`src/rtl/fifo_burst_drain.sv`:
```
// fifo_burst_drain: drains a FIFO in BURST_LEN-beat bursts (or a timed-out partial burst) into a registered valid/ready output with last_o on the final beat
module fifo_burst_drain #(
  parameter int DATA_WIDTH = 32,
  parameter int DEPTH = 8,
  parameter int BURST_LEN = 4,
  parameter int TIMEOUT = 16,
  parameter type dtype = logic [DATA_WIDTH-1:0],
  parameter int ADDR_DEPTH = (DEPTH > 1) ? $clog2(DEPTH) : 1
) (
  input  logic                clk_i,
  input  logic                rst_i,
  input  logic                flush_i,
  input  logic                fifo_empty_i,
  input  logic [ADDR_DEPTH:0] fifo_usage_i,
  input  dtype                fifo_data_i,
  output logic                fifo_pop_o,
  output logic                valid_o,
  input  logic                ready_i,
  output dtype                data_o,
  output logic                last_o,
  output logic                busy_o
);
  localparam int BW = $clog2(BURST_LEN + 1);
  localparam int WW = (TIMEOUT > 0) ? $clog2(TIMEOUT + 1) : 1;
  localparam logic [ADDR_DEPTH:0] BURST_U = (ADDR_DEPTH + 1)'(BURST_LEN);
  localparam logic [BW-1:0] BURST_B = BW'(BURST_LEN);
  localparam logic [WW-1:0] WAIT_MAX = WW'(TIMEOUT);
  localparam logic [WW-1:0] WAIT_FIRE = WW'(TIMEOUT - 1);
  typedef enum logic [1:0] {IDLE, BURST, WAIT_LAST} state_t;
  state_t state, state_n;
  logic [BW-1:0] beats_left, beats_left_n;
  logic [WW-1:0] wait_cnt, wait_cnt_n;
  logic valid_n, last_n;
  dtype data_n;
  if (BURST_LEN < 1 || BURST_LEN > DEPTH) begin : g_bad_burst
    $error("fifo_burst_drain: BURST_LEN must be in 1..DEPTH");
  end
  assign fifo_pop_o = state == BURST && !fifo_empty_i && beats_left != '0 && (!valid_o || ready_i) && !flush_i && !rst_i;
  assign busy_o = state != IDLE && !rst_i;
  always_comb begin
    state_n = state;
    beats_left_n = beats_left;
    wait_cnt_n = wait_cnt;
    valid_n = valid_o;
    last_n = last_o;
    data_n = data_o;
    if (state == IDLE) begin
      if (fifo_usage_i >= BURST_U) begin
        state_n = BURST;
        beats_left_n = BURST_B;
        wait_cnt_n = '0;
      end else if (TIMEOUT != 0 && !fifo_empty_i && wait_cnt == WAIT_FIRE) begin
        state_n = BURST;
        beats_left_n = BW'(fifo_usage_i);
        wait_cnt_n = '0;
      end else begin
        wait_cnt_n = fifo_empty_i ? '0 : (wait_cnt == WAIT_MAX ? wait_cnt : wait_cnt + 1'b1);
      end
    end
    if (state == WAIT_LAST && valid_o && ready_i && last_o) state_n = IDLE;
    if (fifo_pop_o) begin
      data_n = fifo_data_i;
      valid_n = 1'b1;
      last_n = beats_left == 1;
      beats_left_n = beats_left - 1'b1;
      state_n = beats_left == 1 ? WAIT_LAST : BURST;
    end else if (valid_o && ready_i) begin
      valid_n = 1'b0;
      last_n = 1'b0;
    end
  end
  always_ff @(posedge clk_i) begin
    if (rst_i || flush_i) begin
      state <= IDLE;
      beats_left <= '0;
      wait_cnt <= '0;
      valid_o <= 1'b0;
      last_o <= 1'b0;
      data_o <= '0;
    end else begin
      state <= state_n;
      beats_left <= beats_left_n;
      wait_cnt <= wait_cnt_n;
      valid_o <= valid_n;
      last_o <= last_n;
      data_o <= data_n;
    end
  end
endmodule

```
`config.mk`:
```
export PLATFORM = sky130hd
export DESIGN_NAME = fifo_burst_drain
export DESIGN_NICKNAME = d
export VERILOG_FILES = /design/src/rtl/fifo_burst_drain.sv
export SDC_FILE = /design/constraint.sdc
export NUM_CORES = 1
export LEC_CHECK = 0
export ABC_AREA = 1
export CAP_MARGIN = 20
export CORE_UTILIZATION = 35
export CTS_CLUSTER_SIZE = 8
export DETAILED_ROUTE_END_ITERATION = 10
export GPL_TIMING_DRIVEN = 0
export PLACE_DENSITY_LB_ADDON = 0.15
export SLEW_MARGIN = 10
export SYNTH_ARGS = -nofsm -noshare
export SYNTH_HDL_FRONTEND = slang
export SYNTH_SLANG_ARGS = --single-unit
export TNS_END_PERCENT = 20
```
`constraint.sdc`:
```
create_clock -name clk_i -period 2.4 [get_ports clk_i]
set_input_delay 0.24 -clock clk_i [delete_from_list [all_inputs] [get_ports clk_i]]
set_output_delay 0.24 -clock clk_i [all_outputs]
set_load 0.05 [all_outputs]
```
After elaboration in Yosys (flattened, before gate mapping)
Cells that the tools add are included.
{"block": "totals", "regBits": 44, "word_cells": 60}
{"block": "classes", "addsub": 2, "order_cmp": 1, "eq_ne": 6, "muxes": 17, "n_reduce_logical": 28}
{"op": "$mux 5", "count": 4}
{"op": "$mux 2", "count": 6}
{"op": "$mux 3", "count": 4}
{"op": "$logic_and 1x1->1", "count": 11}
{"op": "$reduce_bool 3->1", "count": 3}
{"op": "$reduce_and 2->1", "count": 3}
{"op": "$reduce_bool 2->1", "count": 3}
{"op": "$add 5x1->5 const B", "count": 1}
{"op": "$eq 5x4->1 const B", "count": 1}
{"op": "$eq 5x5->1 const B", "count": 1}
{"op": "$ge 4x3->1 const B", "count": 1}
{"op": "$logic_not 1->1", "count": 4}
{"op": "$ne 4x4->1 const B", "count": 1}
{"op": "$reduce_bool 4->1", "count": 1}
{"op": "$eq 3x1->1 const B", "count": 1}
{"op": "$mux 1", "count": 3}
{"op": "$sub 3x1->3 const B", "count": 1}
{"op": "$eq 2x1->1 const B", "count": 1}
{"op": "$eq 2x2->1 const B", "count": 1}
{"op": "$logic_not 2->1", "count": 1}
{"op": "$logic_or 1x1->1", "count": 2}

Longest topological paths before layout
Gate-level depths: netlist of run 1.
{"block": "depth", "ltp_word": 8, "ltp_mapped": 12}

Worst setup path before layout of run 1
No wires, ideal clock.
{"block": "synth_timing", "path_kind": "register to output", "from": "register beats_left[0]", "to": "output fifo_pop_o", "t_arrival_ps": 1392, "slack_ps": 768, "stages_incl_launch_ff": 10, "path_buffers": 1, "cell_sequence": "dfxtp_1 inv_1 ha_1 ha_1 inv_1 nand2_1 nor2_1 nand2_2 inv_2 buf_4"}
{"block": "synth_via", "elab_chain_cells": 5}
{"item": "start: declaration", "line_no": "31", "text": "logic [BW-1:0] beats_left, beats_left_n;"}
{"item": "start signal: assignment", "line_no": "82", "text": "beats_left <= beats_left_n;"}
{"item": "$reduce_bool 3->1", "line_no": "38", "text": "assign fifo_pop_o = state == BURST && !fifo_empty_i && beats_left != '0 && (!valid_o || ready_i) && !flush_i & ..."}
{"item": "$logic_and 1x1->1 (4 in series)", "line_no": "38"}
{"item": "end: declaration", "line_no": "16", "text": "output logic fifo_pop_o,"}
No other way between the ends.

Worst setup path after layout of run 1
Ends and elaborated chain as after synthesis.

==> flow_summary.json, run 1 <==
{
  "xor_xnor_share_of_the_synthesized_area_pct": 0,
  "synth_area_sq_um": 1870,
  "power.density_cell_area_nw_per_um2": 494,
  "post_cts.repair.setup_buffers": 0,
  "detail_route.wl_per_cell_um": 10.6,
  "multi_input_comb_area_sq_um": 832,
  "remaining_overflow_grt": 0,
  "synth_top_cell_by_area": "dfxtp_1",
  "final_layout_size_suffix_gt1_share_pct": 7.16,
  "synth_enable_flop_cells": 0,
  "clkTransAtPathRegs_ns": 0.08,
  "effective_utilization_at_floorplan_pct": 36.5,
  "run_status": "finished clean",
  "dp_cells": 411,
  "remaining_drc_errors": 0,
  "clockBufferDepth": 2,
  "reg2reg_from": "wait_cnt[0]",
  "drt-vias-per-instance": 4.43,
  "power_report.internal_total_mw": 1.06,
  "first_global_vias": 1698,
  "clock_sinks": 44,
  "fin_worst_skew_ns": 0.00271,
  "yosysWarnings": 0,
  "antennaDiodeCount": 0,
  "power.share.clock_pct": 35.0,
  "dieWidth_um": 75.2,
  "post-synth-top-count-cell": "nand2_1",
  "sum_of_negative_setup_slack_ns": 0,
  "hpwlAfterDp_um": 3250,
  "hold_path_depth": 2,
  "final_non_filler_cell_total": 419,
  "syn-num-nets": 312,
  "final-seq-area_sq_um": 881,
  "drt_iter0_markers": 51,
  "numCtsBuffers": 5,
  "synth.mux.area_fraction_pct": 0,
  "syn_inst": 265,
  "post_synth_top_area_share_pct": 47.0,
  "detailroute.via_count": 1858,
  "timing.critical_path.from_type": "flop",
  "peakVddDrop_mv": 0.295,
  "timing.critical_path.fanout_max": 10,
  "post_synth_top_cells": "95 x nand2_1, 44 x dfxtp_1, 40 x nand3_1",
  "ioPinCount": 77,
  "pwr-share-seq_pct": 53.4,
  "deepest_level_of_the_cts_h_tree": 2,
  "post_synth_and_or_nand_nor_area_fraction_pct": 37.2,
  "max_capacitance_violation_count": 0,
  "synth_compound_gate_area_share_pct": 3.20,
  "max_freq_ghz": 0.454,
  "hold_bufs_at_cts": 0,
  "fp.coreArea_sq_um": 5140,
  "r2r_slack_ns": 0.65,
  "synth_area_per_cell_sq_um": 7.07,
  "period_share_pct": 91.7,
  "switching_power_mw": 0.334,
  "grt_start_max_net_pins": 14,
  "grt_pass1_wl_um": 7250,
  "finalHoldViolations": 0,
  "synth_sequential_area_ratio_pct": 47.0,
  "grt_setup_unrepaired": "false",
  "grt_antenna_before_repair": 0,
  "reg2reg_to": "wait_cnt[1]",
  "fin_total_pwr_mw": 1.39,
  "cts_tree": "yes",
  "end_kind": "output pin",
  "critPathKind": "flop to output pin",
  "power_leakage_nw": 1.26,
  "synth.lib_cells_used.distinct": 20,
  "worst-slew-pin-transition_ns": 0.535,
  "synth_top_family_by_area": "simple AND/OR/NAND/NOR gates",
  "fin_crit_period_ns": 2.20,
  "swShare_pct": 24.0,
  "share_comb_of_total_power_pct": 11.6,
  "num_rows": 26,
  "timing.critical_path.required_ns": 2.16,
  "route.final.wire_length_um": 4460,
  "synth-seq-cells": 44,
  "report.final.slew_viol_count": 0,
  "port-buffer-count": 76,
  "arrival_ns": 1.96,
  "hold_path_startpoint": "data_o[25]",
  "syn_to_final_growth_pct": 50.3,
  "clk_latency_ns": 0.29,
  "async_flop_share_pct": 0,
  "synth_adder_area_share_pct": 4.01,
  "synthTopCellsByArea": "dfxtp_1 47%, nand2_1 19%, nand3_1 11%",
  "min_to": "data_o[25]",
  "worst_slew_margin_rel_pct": 64.2,
  "routabilityCongestion": 0.857,
  "fp.dieH_um": 75.2,
  "finalSetupViolations": 0,
  "remaining_number_of_nets_flagged_by_the_antenna_check_after_routing": 0,
  "cts_root_buf": "clkbuf_8",
  "drt_pass1_iterations": 4,
  "depth_of_the_worst_register_to_register_path": 11,
  "timing.hold.worst.class": "flop to flop",
  "yosys_most_used_dff": "dfxtp_1",
  "filler_cell_count": 547,
  "globalRouteTotalUtil_pct": 16.7,
  "timing.hold.ws_ns": 0.463,
  "fp.dieArea_sq_um": 5650,
  "design.final.nets": 395
}
-- metal layers --
layer  vias to the layer above  GRT usage (%)  routed length [um]
met3                         7           7.23                 390
li1                        992              -                   -
met2                        57           27.2                1960
met5                         -              0                   0
met1                       802           20.0                2060
met4                         0           4.94                  51
-- worst max-delay path, stage by stage, from the launching register on --
cell	delay, ns
dfxtp_1	0.34
inv_1	0.07
ha_1	0.19
ha_1	0.17
inv_1	0.05
nand2_1	0.05
nor2_1	0.15
nand2_2	0.14
inv_4	0.12
buf_4	0.18
buf_4	0.21
-- cell type report --
cell class	count	area share (%)
Sequential cell	44	31.3
Multi-Input combinational cell	184	29.5
Timing Repair Buffer	76	26.9
Inverter	27	3.69
Tap cell	70	3.11
Clock buffer	7	3.07
Buffer	10	2.13
Clock inverter	1	0.267
-- cell usage in the layout (no fill, tap or decap), drive strengths merged --
cell            n
nand2          97
clkdlybuf4s50  75
dfxtp          44
nand3          40
inv            27
nor2           24
buf            10
a21oi           8
clkbuf          8
ha              6
o21ai           4
nor3            2
nand4           2
nand3b          1
clkinvlp        1
-- what timing repair did --
action | in CTS | in global routing
pin swaps | 0 | 0
gates resized for setup | 5 | 3
endpoints found under the setup margin | 1 | 1
gates cloned | 0 | 0
-- power by group through the flow --
stage                     sequential (mW)  clock (mW)  combinational [mW]
after floorplan                     0.769           0              0.0620
after global placement              0.760           0               0.161
after detailed placement            0.761           0               0.162
after CTS                           0.743       0.500               0.163
after global routing                0.745       0.535               0.179
final                               0.743       0.487               0.161
-- worst max path at each step --
stage,cells after the start,to,from
after floorplan,9,fifo_pop_o,beats_left[0]
after CTS,10,fifo_pop_o,beats_left[0]
final,10,fifo_pop_o,beats_left[0]
after detailed placement,8,fifo_pop_o,rst_i
after global routing,10,fifo_pop_o,beats_left[0]
after global placement,8,fifo_pop_o,rst_i
-- state kept, by name (all words and copies together) (netlist names) --
register    flops
data_o         32
last_o          1
wait_cnt        5
valid_o         1
beats_left      3
state           2
-- cell families (layout without fill, tap and decap cells) --
| family | after synthesis | count (layout) |
|---|---|---|
| flip-flops | 44 | 44 |
| AO/OA/AOI/OAI | 12 | 12 |
| AND/OR/NAND/NOR | 166 | 166 |
| adder cells (fa/ha/maj) | 6 | 6 |
| buffers and inverters | 37 | 121 |
-- metrics by stage --
| step | setup slack (ns) | cell area (sq um) | util (%) |
|---|---|---|---|
| 2_1_floorplan | 0.768 | 1870 | - |
| 3_3_place_gp | -0.216 | 2720 | 53.0 |
| 3_5_place_dp | -0.207 | 2720 | 53.0 |
| 4_1_cts | 0.0572 | 2810 | 54.7 |
| 5_1_grt | 0.0184 | 2820 | 54.8 |
| 6_report | 0.199 | 2820 | 54.8 |
(Power assumes the default switching activity.)
==> run 2, diff against run 1 <==
- CTS_BUF_LIST: unset -> sky130_fd_sc_hd__clkbuf_16
==> run 2 against run 1 <==
Against the previous run: worst hold slack worse by 0.0034 ns; die area stayed put; non-clock buffer count stayed put; global-route usage grew 0.31 points; critical endpoint unchanged.
==> flow_summary.json, run 2 (synthesis results as in run 1) <==
{
  "run_status": "finished clean",
  "max_capacitance_violation_count": 0,
  "clkTransAtPathRegs_ns": 0.06,
  "timing.critical_path.required_ns": 2.16,
  "crit_path_cell_trace": "inv_1 > ha_1 > ha_1 > inv_1 > nand2_1 > nor2_1 > nand2_2 > inv_2 > buf_4 > buf_4",
  "timing.final.ws_setup_ns": 0.191,
  "syn_to_final_growth_pct": 52.6,
  "timing.hold.ws_ns": 0.460,
  "swShare_pct": 22.4,
  "fp.dieH_um": 75.2,
  "port-buffer-count": 76,
  "grt_antenna_before_repair": 0,
  "layout.cells.most_common": "nand2_1",
  "detailroute.via_count": 1856,
  "post_cts.repair.setup_buffers": 0,
  "grt_start_max_net_pins": 14,
  "timing.hold.worst.class": "flop to flop",
  "end_kind": "output pin",
  "slowest_delay_ns": 0.33,
  "cts_tree": "yes",
  "power.density_cell_area_nw_per_um2": 541,
  "antennaDiodeCount": 0,
  "finalHoldViolations": 0,
  "hpwlAfterDp_um": 3250,
  "timing.critical_path.from_type": "flop",
  "filler_cell_count": 538,
  "worst-slew-pin-transition_ns": 0.533,
  "share_comb_of_total_power_pct": 10.4,
  "detail_route.wl_per_cell_um": 10.6,
  "power.share.clock_pct": 41.5,
  "fin_worst_skew_ns": 0.00208,
  "drt_pass1_iterations": 4,
  "routabilityCongestion": 0.857,
  "final_util_pct": 55.6,
  "pre_cts_ws_ns": -0.207,
  "fp.dieArea_sq_um": 5650,
  "power_report.internal_total_mw": 1.20,
  "clk_latency_ns": 0.28,
  "ioPinCount": 77,
  "finalSetupViolations": 0,
  "num_rows": 26,
  "timing.critical_path.fanout_max": 10,
  "numCtsBuffers": 5,
  "pwr-share-seq_pct": 48.1,
  "remaining_drc_errors": 0,
  "power_leakage_nw": 1.28,
  "final_layout_size_suffix_gt1_share_pct": 6.88,
  "max_freq_ghz": 0.453,
  "largest_reg_flops": 32,
  "hold_bufs_at_cts": 0,
  "grt_pass1_wl_um": 7310,
  "design.final.nets": 395,
  "effective_utilization_at_floorplan_pct": 36.5,
  "route.final.wire_length_um": 4450,
  "clockBufferDepth": 2,
  "switching_power_mw": 0.347,
  "deepest_level_of_the_cts_h_tree": 2,
  "critPathKind": "flop to output pin",
  "cts_root_buf": "clkbuf_16",
  "fp.coreArea_sq_um": 5140,
  "globalRouteTotalUtil_pct": 17.0,
  "first_global_vias": 1702,
  "mostFrequentLayoutCells": "95 x nand2_1, 75 x clkdlybuf4s50_1, 44 x dfxtp_1, 40 x nand3_1, 23 x inv_1",
  "final-seq-area_sq_um": 881,
  "remaining_number_of_nets_flagged_by_the_antenna_check_after_routing": 0,
  "report.final.slew_viol_count": 0,
  "grt_setup_unrepaired": "false",
  "top_register": "data_o",
  "arrival_ns": 1.97,
  "worst_slew_margin_rel_pct": 64.3,
  "largest_registers": "data_o (32), wait_cnt (5), beats_left (3)",
  "peakVddDrop_mv": 0.311,
  "drt-vias-per-instance": 4.43,
  "dieWidth_um": 75.2,
  "cpMaxStageDelayCell": "dfxtp_1",
  "fin_crit_period_ns": 2.21,
  "clock_sinks": 44,
  "multi_input_comb_area_sq_um": 832,
  "drt_iter0_markers": 56,
  "remaining_overflow_grt": 0,
  "period_share_pct": 92.1
}
==> run 2: cell types whose count changed in the layout (fill, tap and decap cells not counted), sizes merged <==
cell	before	now
clkbuf	8	6
clkinv	0	1
inv	27	28
==> run 2: power groups by stage <==
stage          clock (mW)  sequential (mW)  combinational, mW
2_1_floorplan           0            0.769             0.0620
3_3_place_gp            0            0.760              0.161
3_5_place_dp            0            0.761              0.162
4_1_cts             0.665            0.744              0.163
5_1_grt             0.706            0.745              0.179
6_report            0.643            0.744              0.161
==> run 2: path summary, 6_finish.rpt <==
kind                       from           to  slack (ns)  depth (start not counted)
setup / recovery  beats_left[0]   fifo_pop_o        0.19                         10
hold / removal       data_o[25]   data_o[25]        0.46                          2
setup reg to reg    wait_cnt[0]  wait_cnt[1]        0.66                         11
hold reg to reg      data_o[25]   data_o[25]        0.46                          2
==> run 2: what timing repair did <==
action | 4_1_cts | 5_1_grt
pin swaps | 0 | 0
endpoints found under the setup margin | 1 | 1
resized for setup | 5 | 2
==> run 2: routing by layer <==
layer	track usage (%)	part of all wire (%)	wire length (um)	up-vias
met1	20.0	45	2020	807
met3	7.63	8.8	391	2
li1	-	-	-	992
met2	27.6	45	2000	55
met5	0	0	0	-
met4	5.56	0.76	34	0
==> run 2: metrics by stage <==
stage	setup TNS, ns	power [mW]	area [sq um]	cells
2_1_floorplan	0	0.832	1870	265
3_3_place_gp	-0.216	0.921	2720	411
3_5_place_dp	-0.207	0.923	2720	411
4_1_cts	0	1.57	2860	419
5_1_grt	0	1.63	2860	419
6_report	0	1.55	2860	419
==> run 2: worst max-delay path, delay by kind of cell, from the launching register on <==
family        cells  cell delay, ns
fa+ha+maj         2            0.36
buf+inv           5            0.67
flops             1            0.33
simple gates      3            0.33
==> run 2: final cells by class <==
cell class                      instances  area share, %
Multi-Input combinational cell        184           29.1
Inverter                               27           3.54
Buffer                                 10           2.10
Tap cell                               70           3.06
Clock inverter                          3          0.525
Timing Repair Buffer                   76           26.5
Sequential cell                        44           30.8
Clock buffer                            5           4.37
==> run 3, diff against run 2 <==
- ABC_AREA: 1 -> unset
==> run 3 against run 2 <==
Against the previous run: combinational power fell by 17%; power shrank 2.0%; largest power group unchanged; clock power hardly changed; first-iteration DRC count grew 8.9%; register-to-register slack got worse by 0.43 ns; clock skew grew 0.0022 ns; non-clock buffer count grew 4; largest cell class is now multi-input gates.
==> flow_summary.json, run 3 <==
{
  "multi_input_comb_area_sq_um": 895,
  "report.final.slew_viol_count": 0,
  "synth.lib_cells_used.distinct": 34,
  "worst_slew_margin_rel_pct": 54.1,
  "post-synth-top-count-cell": "nand2_1",
  "clockBufferDepth": 2,
  "xor_xnor_share_of_the_synthesized_area_pct": 0,
  "worst-slew-pin-transition_ns": 0.688,
  "top_usage_layer": "met2",
  "share_comb_of_total_power_pct": 8.8,
  "fin_worst_skew_ns": 0.00430,
  "filler_cell_count": 489,
  "fp.dieArea_sq_um": 5620,
  "ioPinCount": 77,
  "synth_area_per_cell_sq_um": 8.32,
  "cts_tree": "yes",
  "async_flop_share_pct": 0,
  "final_layout_size_suffix_gt1_share_pct": 11.3,
  "route.final.wire_length_um": 4380,
  "synth_area_sq_um": 1860,
  "grt_antenna_before_repair": 0,
  "max_capacitance_violation_count": 0,
  "num_rows": 26,
  "synth_top_cell_by_area": "dfxtp_1",
  "antennaDiodeCount": 0,
  "period_share_pct": 94.6,
  "first_global_vias": 1563,
  "pwr-share-seq_pct": 48.6,
  "arrival_ns": 2.03,
  "synthTopCellsByArea": "dfxtp_1 47%, nand2_1 14%, a21oi_1 8.1%",
  "drt_pass1_iterations": 4,
  "synth-seq-cells": 44,
  "run_status": "finished clean",
  "global_route_track_usage_on_met1_pct": 21.8,
  "power_leakage_nw": 0.961,
  "post_synth_and_or_nand_nor_area_fraction_pct": 24.8,
  "clkTransAtPathRegs_ns": 0.06,
  "dieWidth_um": 75.0,
  "syn_to_final_growth_pct": 54.7,
  "fp.dieH_um": 75.0,
  "routabilityCongestion": 0.742,
  "grt_start_max_net_pins": 14,
  "fin_crit_period_ns": 2.27,
  "synth.mux.area_fraction_pct": 0,
  "timing.critical_path.required_ns": 2.16,
  "largest_reg_flops": 32,
  "globalRouteTotalUtil_pct": 16.6,
  "power.share.clock_pct": 42.6,
  "pre_cts_ws_ns": -0.590,
  "synth_adder_area_share_pct": 4.03,
  "grtUsageMet2_pct": 25.1,
  "deepest_level_of_the_cts_h_tree": 2,
  "remaining_overflow_grt": 0,
  "max_freq_ghz": 0.441,
  "post_synth_top_area_share_pct": 47.3,
  "final-seq-area_sq_um": 882,
  "synth_sequential_area_ratio_pct": 47.3,
  "met3_usage_pct": 5.22,
  "grt_pass1_wl_um": 7110,
  "yosysWarnings": 0,
  "final_util_pct": 56.4,
  "grt_setup_unrepaired": "false",
  "clock_sinks": 44,
  "design.final.nets": 355,
  "power_report.internal_total_mw": 1.19,
  "hold_bufs_at_cts": 0,
  "layout.cells.most_common": "clkdlybuf4s50_1",
  "yosys_most_used_dff": "dfxtp_1",
  "swShare_pct": 21.6,
  "end_kind": "output pin",
  "timing.final.ws_setup_ns": 0.130,
  "post_synth_top_cells": "68 x nand2_1, 44 x dfxtp_1, 30 x a21oi_1",
  "syn-num-nets": 271,
  "timing.critical_path.from_type": "flop",
  "syn_inst": 224,
  "clk_latency_ns": 0.28,
  "timing.hold.worst.class": "flop to flop",
  "effective_utilization_at_floorplan_pct": 36.5,
  "power.density_cell_area_nw_per_um2": 527,
  "largest_registers": "data_o (32), wait_cnt (5), beats_left (3)",
  "synth_top_family_by_area": "simple AND/OR/NAND/NOR gates",
  "port-buffer-count": 76,
  "mostFrequentLayoutCells": "75 x clkdlybuf4s50_1, 68 x nand2_1, 43 x dfxtp_1, 30 x a21oi_1, 10 x a21oi_2",
  "r2r_slack_ns": 0.23,
  "sum_of_negative_setup_slack_ns": 0,
  "finalHoldViolations": 0,
  "critPathKind": "flop to output pin",
  "top_register": "data_o",
  "hpwlAfterDp_um": 3150,
  "switching_power_mw": 0.327,
  "cts_root_buf": "clkbuf_16",
  "drt-vias-per-instance": 4.64,
  "remaining_drc_errors": 0,
  "fp.coreArea_sq_um": 5110,
  "synth_compound_gate_area_share_pct": 18.4,
  "detail_route.wl_per_cell_um": 11.6,
  "synth_enable_flop_cells": 0,
  "detailroute.via_count": 1757,
  "finalSetupViolations": 0,
  "timing.critical_path.fanout_max": 11,
  "numCtsBuffers": 5,
  "peakVddDrop_mv": 0.292,
  "remaining_number_of_nets_flagged_by_the_antenna_check_after_routing": 0,
  "drt_iter0_markers": 61
}
## run 3: cell count changes after synthesis, sizes merged, moves of 3 or more
cell / before / now
a21oi: 8 / 40
clkbuf: 1 / 5
inv: 27 / 7
nand2: 97 / 68
nand2b: 0 / 4
nand3: 40 / 2
nor2: 24 / 9
nor2b: 0 / 3
## run 3: worst max-delay path, cell delays in order, from the launching register on
cell and delay, ns:
dfxtp_1 0.32, inv_1 0.06, ha_1 0.17, ha_1 0.18, or4b_4 0.52, nand2b_4 0.23, nor2_4 0.11, buf_6 0.16
## run 3: metrics by stage
step	total power [mW]	cell area, sq um	hold slack, ns	cells
2_1_floorplan	0.803	1870	0.376	224
6_report	1.52	2880	0.451	379
5_1_grt	1.58	2880	0.467	379
4_1_cts	1.53	2880	0.454	379
3_3_place_gp	0.888	2710	0.441	370
3_5_place_dp	0.887	2710	0.446	370
## run 3: area by class of cell
class                   instances  area share (%)
plain buffers                  11            2.34
clock buffers                   5            4.34
clock inverters                 3           0.521
inverters                       7           0.911
multi-input cells             160            31.0
flip-flops and latches         44            30.6
well taps                      70            3.04
repair buffers                 79            27.2
## run 3: worst paths after layout
kind | from | to | cells after the start
setup / recovery | beats_left[1] | fifo_pop_o | 7
hold / removal | data_o[1] | data_o[1] | 2
setup reg to reg | wait_cnt[0] | wait_cnt[2] | 7
hold reg to reg | data_o[1] | data_o[1] | 2
## run 3: what timing repair did
action                                  4_1_cts  5_1_grt
hold endpoints to repair                      0        0
pin swaps                                     1        0
endpoints found under the setup margin        1        1
cloned                                        0        0
setup buffers                                 2        1
gates resized for setup                      12        1
## run 3: power groups by stage
| stage | logic (mW) | registers [mW] | clock network (mW) |
|---|---|---|---|
| detailed placement | 0.133 | 0.754 | 0 |
| CTS | 0.135 | 0.738 | 0.662 |
| global route | 0.145 | 0.738 | 0.698 |
| floorplan | 0.0427 | 0.760 | 0 |
| finish | 0.134 | 0.738 | 0.646 |
| global placement | 0.133 | 0.754 | 0 |
## run 3: cells by family after synthesis
| group | after synthesis |
|---|---|
| compound gates | 55 |
| fa+ha+maj | 6 |
| buf+inv | 20 |
| flops | 44 |
| simple gates | 99 |
## run 3: routing by layer
| metal | share of wire [%] | vias up | wire length [um] |
|---|---|---|---|
| met3 | 7.3 | 4 | 321 |
| met4 | 1.0 | 0 | 44 |
| met1 | 47 | 790 | 2060 |
| li1 | - | 912 | - |
| met5 | 0 | - | 0 |
| met2 | 45 | 51 | 1960 |
